`src/rtl/isr_service_tracker.sv`:
```
// rtl/isr_service_tracker.sv - interrupt arbiter and current-ISR tracker with one level of fast-over-normal nesting
module isr_service_tracker #(
   parameter int N_IO = 3,
   parameter int ID_W = 3
) (
   input  logic            clk,
   input  logic            reset_n,
   input  logic [N_IO-1:0] irq_req,
   input  logic [N_IO-1:0] firq_req,
   input  logic            irq_en,
   input  logic            cpu_ack,
   input  logic            reti,
   output logic            int_pending,
   output logic [ID_W-1:0] vec_id,
   output logic [ID_W-1:0] cur_id,
   output logic [N_IO-1:0] io_ack,
   output logic            nested
);

   localparam logic [2:0] IDLE      = 3'd0;
   localparam logic [2:0] PEND      = 3'd1;
   localparam logic [2:0] SERVICE   = 3'd2;
   localparam logic [2:0] NEST_PEND = 3'd3;
   localparam logic [2:0] NESTED    = 3'd4;

   localparam logic [ID_W-1:0] MAX_NORMAL_ID = ID_W'(N_IO);

   logic [2:0]      state_q, state_d;
   logic [ID_W-1:0] vec_q, vec_d;
   logic [ID_W-1:0] cur_q, cur_d;
   logic [ID_W-1:0] saved_q, saved_d;

   logic            fast_any, norm_any;
   logic [ID_W-1:0] fast_id, norm_id;

   // Ascending scan so the highest IO index (lowest k) is the last write and wins.
   always_comb begin
      fast_any = 1'b0;
      norm_any = 1'b0;
      fast_id  = '0;
      norm_id  = '0;
      for (int i = 0; i < N_IO; i++) begin
         if (firq_req[i]) begin
            fast_any = 1'b1;
            fast_id  = ID_W'(2 * N_IO - i);
         end
         if (irq_req[i] && irq_en) begin
            norm_any = 1'b1;
            norm_id  = ID_W'(N_IO - i);
         end
      end
   end

   always_comb begin
      state_d = state_q;
      vec_d   = vec_q;
      cur_d   = cur_q;
      saved_d = saved_q;
      case (state_q)
         IDLE: begin
            if (fast_any || norm_any) begin
               vec_d   = fast_any ? fast_id : norm_id;
               state_d = PEND;
            end
         end
         PEND: begin
            if (cpu_ack) begin
               cur_d   = vec_q;
               vec_d   = '0;
               state_d = SERVICE;
            end
         end
         SERVICE: begin
            if (reti) begin
               cur_d   = '0;
               state_d = IDLE;
            end else if (cur_q <= MAX_NORMAL_ID && fast_any) begin
               vec_d   = fast_id;
               state_d = NEST_PEND;
            end
         end
         NEST_PEND: begin
            // reti has priority: the normal ISR ends and the fast vector stays presented.
            if (reti) begin
               cur_d   = '0;
               state_d = PEND;
            end else if (cpu_ack) begin
               saved_d = cur_q;
               cur_d   = vec_q;
               vec_d   = '0;
               state_d = NESTED;
            end
         end
         NESTED: begin
            if (reti) begin
               cur_d   = saved_q;
               saved_d = '0;
               state_d = SERVICE;
            end
         end
         default: begin
            state_d = IDLE;
            vec_d   = '0;
            cur_d   = '0;
            saved_d = '0;
         end
      endcase
   end

   always_ff @(posedge clk or negedge reset_n) begin
      if (!reset_n) begin
         state_q <= IDLE;
         vec_q   <= '0;
         cur_q   <= '0;
         saved_q <= '0;
      end else begin
         state_q <= state_d;
         vec_q   <= vec_d;
         cur_q   <= cur_d;
         saved_q <= saved_d;
      end
   end

   always_comb begin
      io_ack = '0;
      for (int i = 0; i < N_IO; i++) begin
         io_ack[i] = (cur_q != '0) &&
                     (cur_q == ID_W'(N_IO - i) || cur_q == ID_W'(2 * N_IO - i));
      end
   end

   assign int_pending = (state_q == PEND) || (state_q == NEST_PEND);
   assign vec_id      = int_pending ? vec_q : '0;
   assign cur_id      = cur_q;
   assign nested      = (state_q == NESTED);

endmodule

```
`config.mk`:
```
export PLATFORM = sky130hd
export DESIGN_NAME = isr_service_tracker
export DESIGN_NICKNAME = d
export VERILOG_FILES = /design/src/rtl/isr_service_tracker.sv
export SDC_FILE = /design/constraint.sdc
export NUM_CORES = 1
export LEC_CHECK = 0
export ABC_AREA = 1
export ABC_CLOCK_PERIOD_IN_PS = 1810
export CAP_MARGIN = 20
export CORE_ASPECT_RATIO = 0.8
export CORE_MARGIN = 2
export CORE_UTILIZATION = 48
export DETAILED_ROUTE_END_ITERATION = 16
export PLACE_DENSITY = 0.78
export SETUP_SLACK_MARGIN = 0.05
export SLEW_MARGIN = 20
export SYNTH_ARGS = -nofsm -noshare
export SYNTH_HDL_FRONTEND = slang
export SYNTH_SLANG_ARGS = --single-unit
```
`constraint.sdc`:
```
create_clock -name clk -period 1.81 [get_ports clk]
set_clock_uncertainty 0.15 [all_clocks]
set_input_delay 0.362 -clock clk [delete_from_list [all_inputs] [get_ports clk]]
set_output_delay 0.362 -clock clk [all_outputs]
set_load 0.02 [all_outputs]
```
==> flow_summary_export.csv <==
group,metric,value,unit
placed_design,gp_congestion,0.915,
critical_path,reg2reg_from,"state_q[0]",
synthesis,synth_top_area_share,34.1,%
timing,rsz0062_at_grt,"false",
synthesis,synth_area_leaders,"dfrtp_1, nand2_1, inv_1",
critical_path,worstPathArrival,1230,ps
grt,grt_max_degree,13,
synthesis,ys_ff_latch,12,
cts,cts_root_buf,"clkbuf_4",
grt,grt_pass1_wl,4090,um
grt,grt_pass1_vias,976,
die,design.die.area,2200,um^2
critical_path,critPathKind,"reg -> out",
synthesis,syn_area_per_cell,6.43,um^2
timing,hold_viol_final,0,
placed_design,post-place-ws,-79.1,ps
die,start_util,52.6,%
timing,fin_tns_setup,0,ps
synthesis,syn_area,881,um^2
detailed_routing,first_pass_iters,4,
grt,grt_use_total,24.5,%
layout,fin_util,73.7,%
placed_design,placed_area,1230,um^2
critical_path,start_kind,"flip-flop",
layout,diodes,0,
synthesis,yosysTopAreaCell,"dfrtp_1",
critical_path,r2r_slack,170,ps
detailed_routing,drt_iter0_drc,24,
detailed_routing,drc,0,
timing,holdWs,296,ps
layout,drive_gt1_share,27.1,%
synthesis,synth.distinct_cells,18,
detailed_routing,via_per_inst,4.98,
die,die_h,42.3,um
cts,worst_skew_pair.late_latency,270,ps
critical_path,required,1300,ps
job,cap_violations,0,
timing,setup_slack,69.6,ps
layout,final_nets,190,
synthesis,yosysMostFrequentCell,"nand2_1",
timing,max_slew.worst_pin.slew,552,ps
detailed_routing,post_drt_wl_per_cell,11.7,um
synthesis,synth_nets,148,
synthesis,seq_area_frac_synth,34.1,%
die,std_cell_rows,13,
layout,area_growth_syn_to_layout,40.2,%
layout,final_area,1230,um^2
placed_design,post-dp-hpwl,1920,um
power_and_ir_drop,power.density,1350,nW/um^2
power_and_ir_drop,p_leak,0.670,nW
timing,max_freq,575,MHz
die,die_x,51.9,um
cts,cts_hold_buffers,0,
synthesis,yosys_warnings,0,
cts,cts.sinks,12,
critical_path,cp-end-kind,"output port",
placed_design,portBuffers,21,
synthesis,ys_async_sr_fraction,100,%
cts,cts.clk_slew.worst_paths,70,ps
timing,period_needed,1740,ps
detailed_routing,vias,992,
status,status,"completed",
synthesis,syn_inst,137,
timing,slew_headroom,63.1,%
timing,setup_viol,0,
die,ios,22,
critical_path,ff2ff_path_depth,9,
die,core_area,1680,um^2
detailed_routing,ant_nets,0,
grt,antenna_found_initial,0,
synthesis,synth_edf_count,0,
critical_path,cp_max_fo,4,
detailed_routing,drt-total-wl,2330,um
cts,cts_tree,"done",
critical_path,r2r_end,"vec_q[0]",
timing,slew_violations,0,
timing,fin_crit_sh,96.2,%
power_and_ir_drop,ir_drop,874,uV
cts,numCtsBuffers,3,
synthesis,yosys_most_used_dff,"dfrtp_1",
cts,cts_max_level,1,
synthesis,synth_top_cells_by_count,"nand2_1, inv_1, nor2_1",
cts,ctsLongestPathBuffers,2,
grt,overflow,0,
hold_path,hold_class,"in -> async",
[metal layers]
metal / track usage (%) / vias up / part of all wire (%) / wire length [um]
met5: 0 / - / 0 / 0
met4: 5.26 / 0 / 1.1 / 25
met3: 7.86 / 4 / 6.8 / 158
met2: 37.2 / 35 / 44 / 1040
met1: 33.9 / 436 / 48 / 1110
li1: - / 517 / - / -
[worst max path at each step]
| stage | startpoint | end | slack, ps | cells past startpoint |
|---|---|---|---|---|
| floorplan | cur_id[0] | io_ack[0] | 180 | 2 |
| global placement | cur_id[0] | io_ack[1] | -30 | 4 |
| detailed placement | firq_req[2] | vec_q[0] | -80 | 9 |
| CTS | state_q[2] | vec_id[2] | 50 | 4 |
| global route | cur_id[0] | io_ack[2] | 40 | 4 |
| finish | cur_id[2] | io_ack[2] | 70 | 4 |
[sequential cells by signal, summed over array words and instances, names as in the netlist]
register	flops
cur_id	3
saved_q	3
state_q	3
vec_q	3
[layout make-up]
class	count	area, um^2
fillers	140	440
clock buffers	3	22.5
well taps	22	27.5
multi-input cells	103	510
inverters	22	82.6
flip-flops and latches	12	300
repair buffers	37	292
[cell usage in the layout, fill, tap and decap left out, drive strengths merged]
master	instances
nand2	51
buf	22
inv	22
o21ai	17
nor2	16
dfrtp	12
clkdlybuf4s50	10
nand3	6
clkbuf	5
nand4	4
a21oi	3
a21boi	3
dlygate4sd2	3
nor3	2
o211ai	1
[report_power, final]
part           internal (mW)  leakage, nW  switching (mW)  total (mW)
clock                 0.0769       0.0138          0.0809       0.158
combinational          0.420        0.496           0.653        1.07
sequential             0.359        0.160          0.0775       0.437
[critical path, stage by stage, from the launching register on]
cell and delay (ps):
dfrtp_1 430, nand2_1 120, inv_1 70, nor3_1 140
buf_2 190
[kinds of logic after synthesis]
| logic type | share of synthesized area [%] |
|---|---|
| AOI/OAI and AO/OA | 14.8 |
| and+or+nand+nor | 41.8 |
| DFF | 34.1 |
| buffers and inverters | 9.38 |
[through the flow]
stage | std cells | power [mW]
final | 199 | 1.67
after CTS | 198 | 1.65
after global placement | 195 | 1.51
after global routing | 199 | 1.82
after detailed placement | 195 | 1.53
after floorplan | 137 | 1.10
[timing repair]
item | in CTS | in global routing
endpoints found under the setup margin | 11 | 7
pin swaps | 0 | 2
gates resized for setup | 30 | 11
setup buffers | 0 | 1
Power figures use the tool's default switching activity.
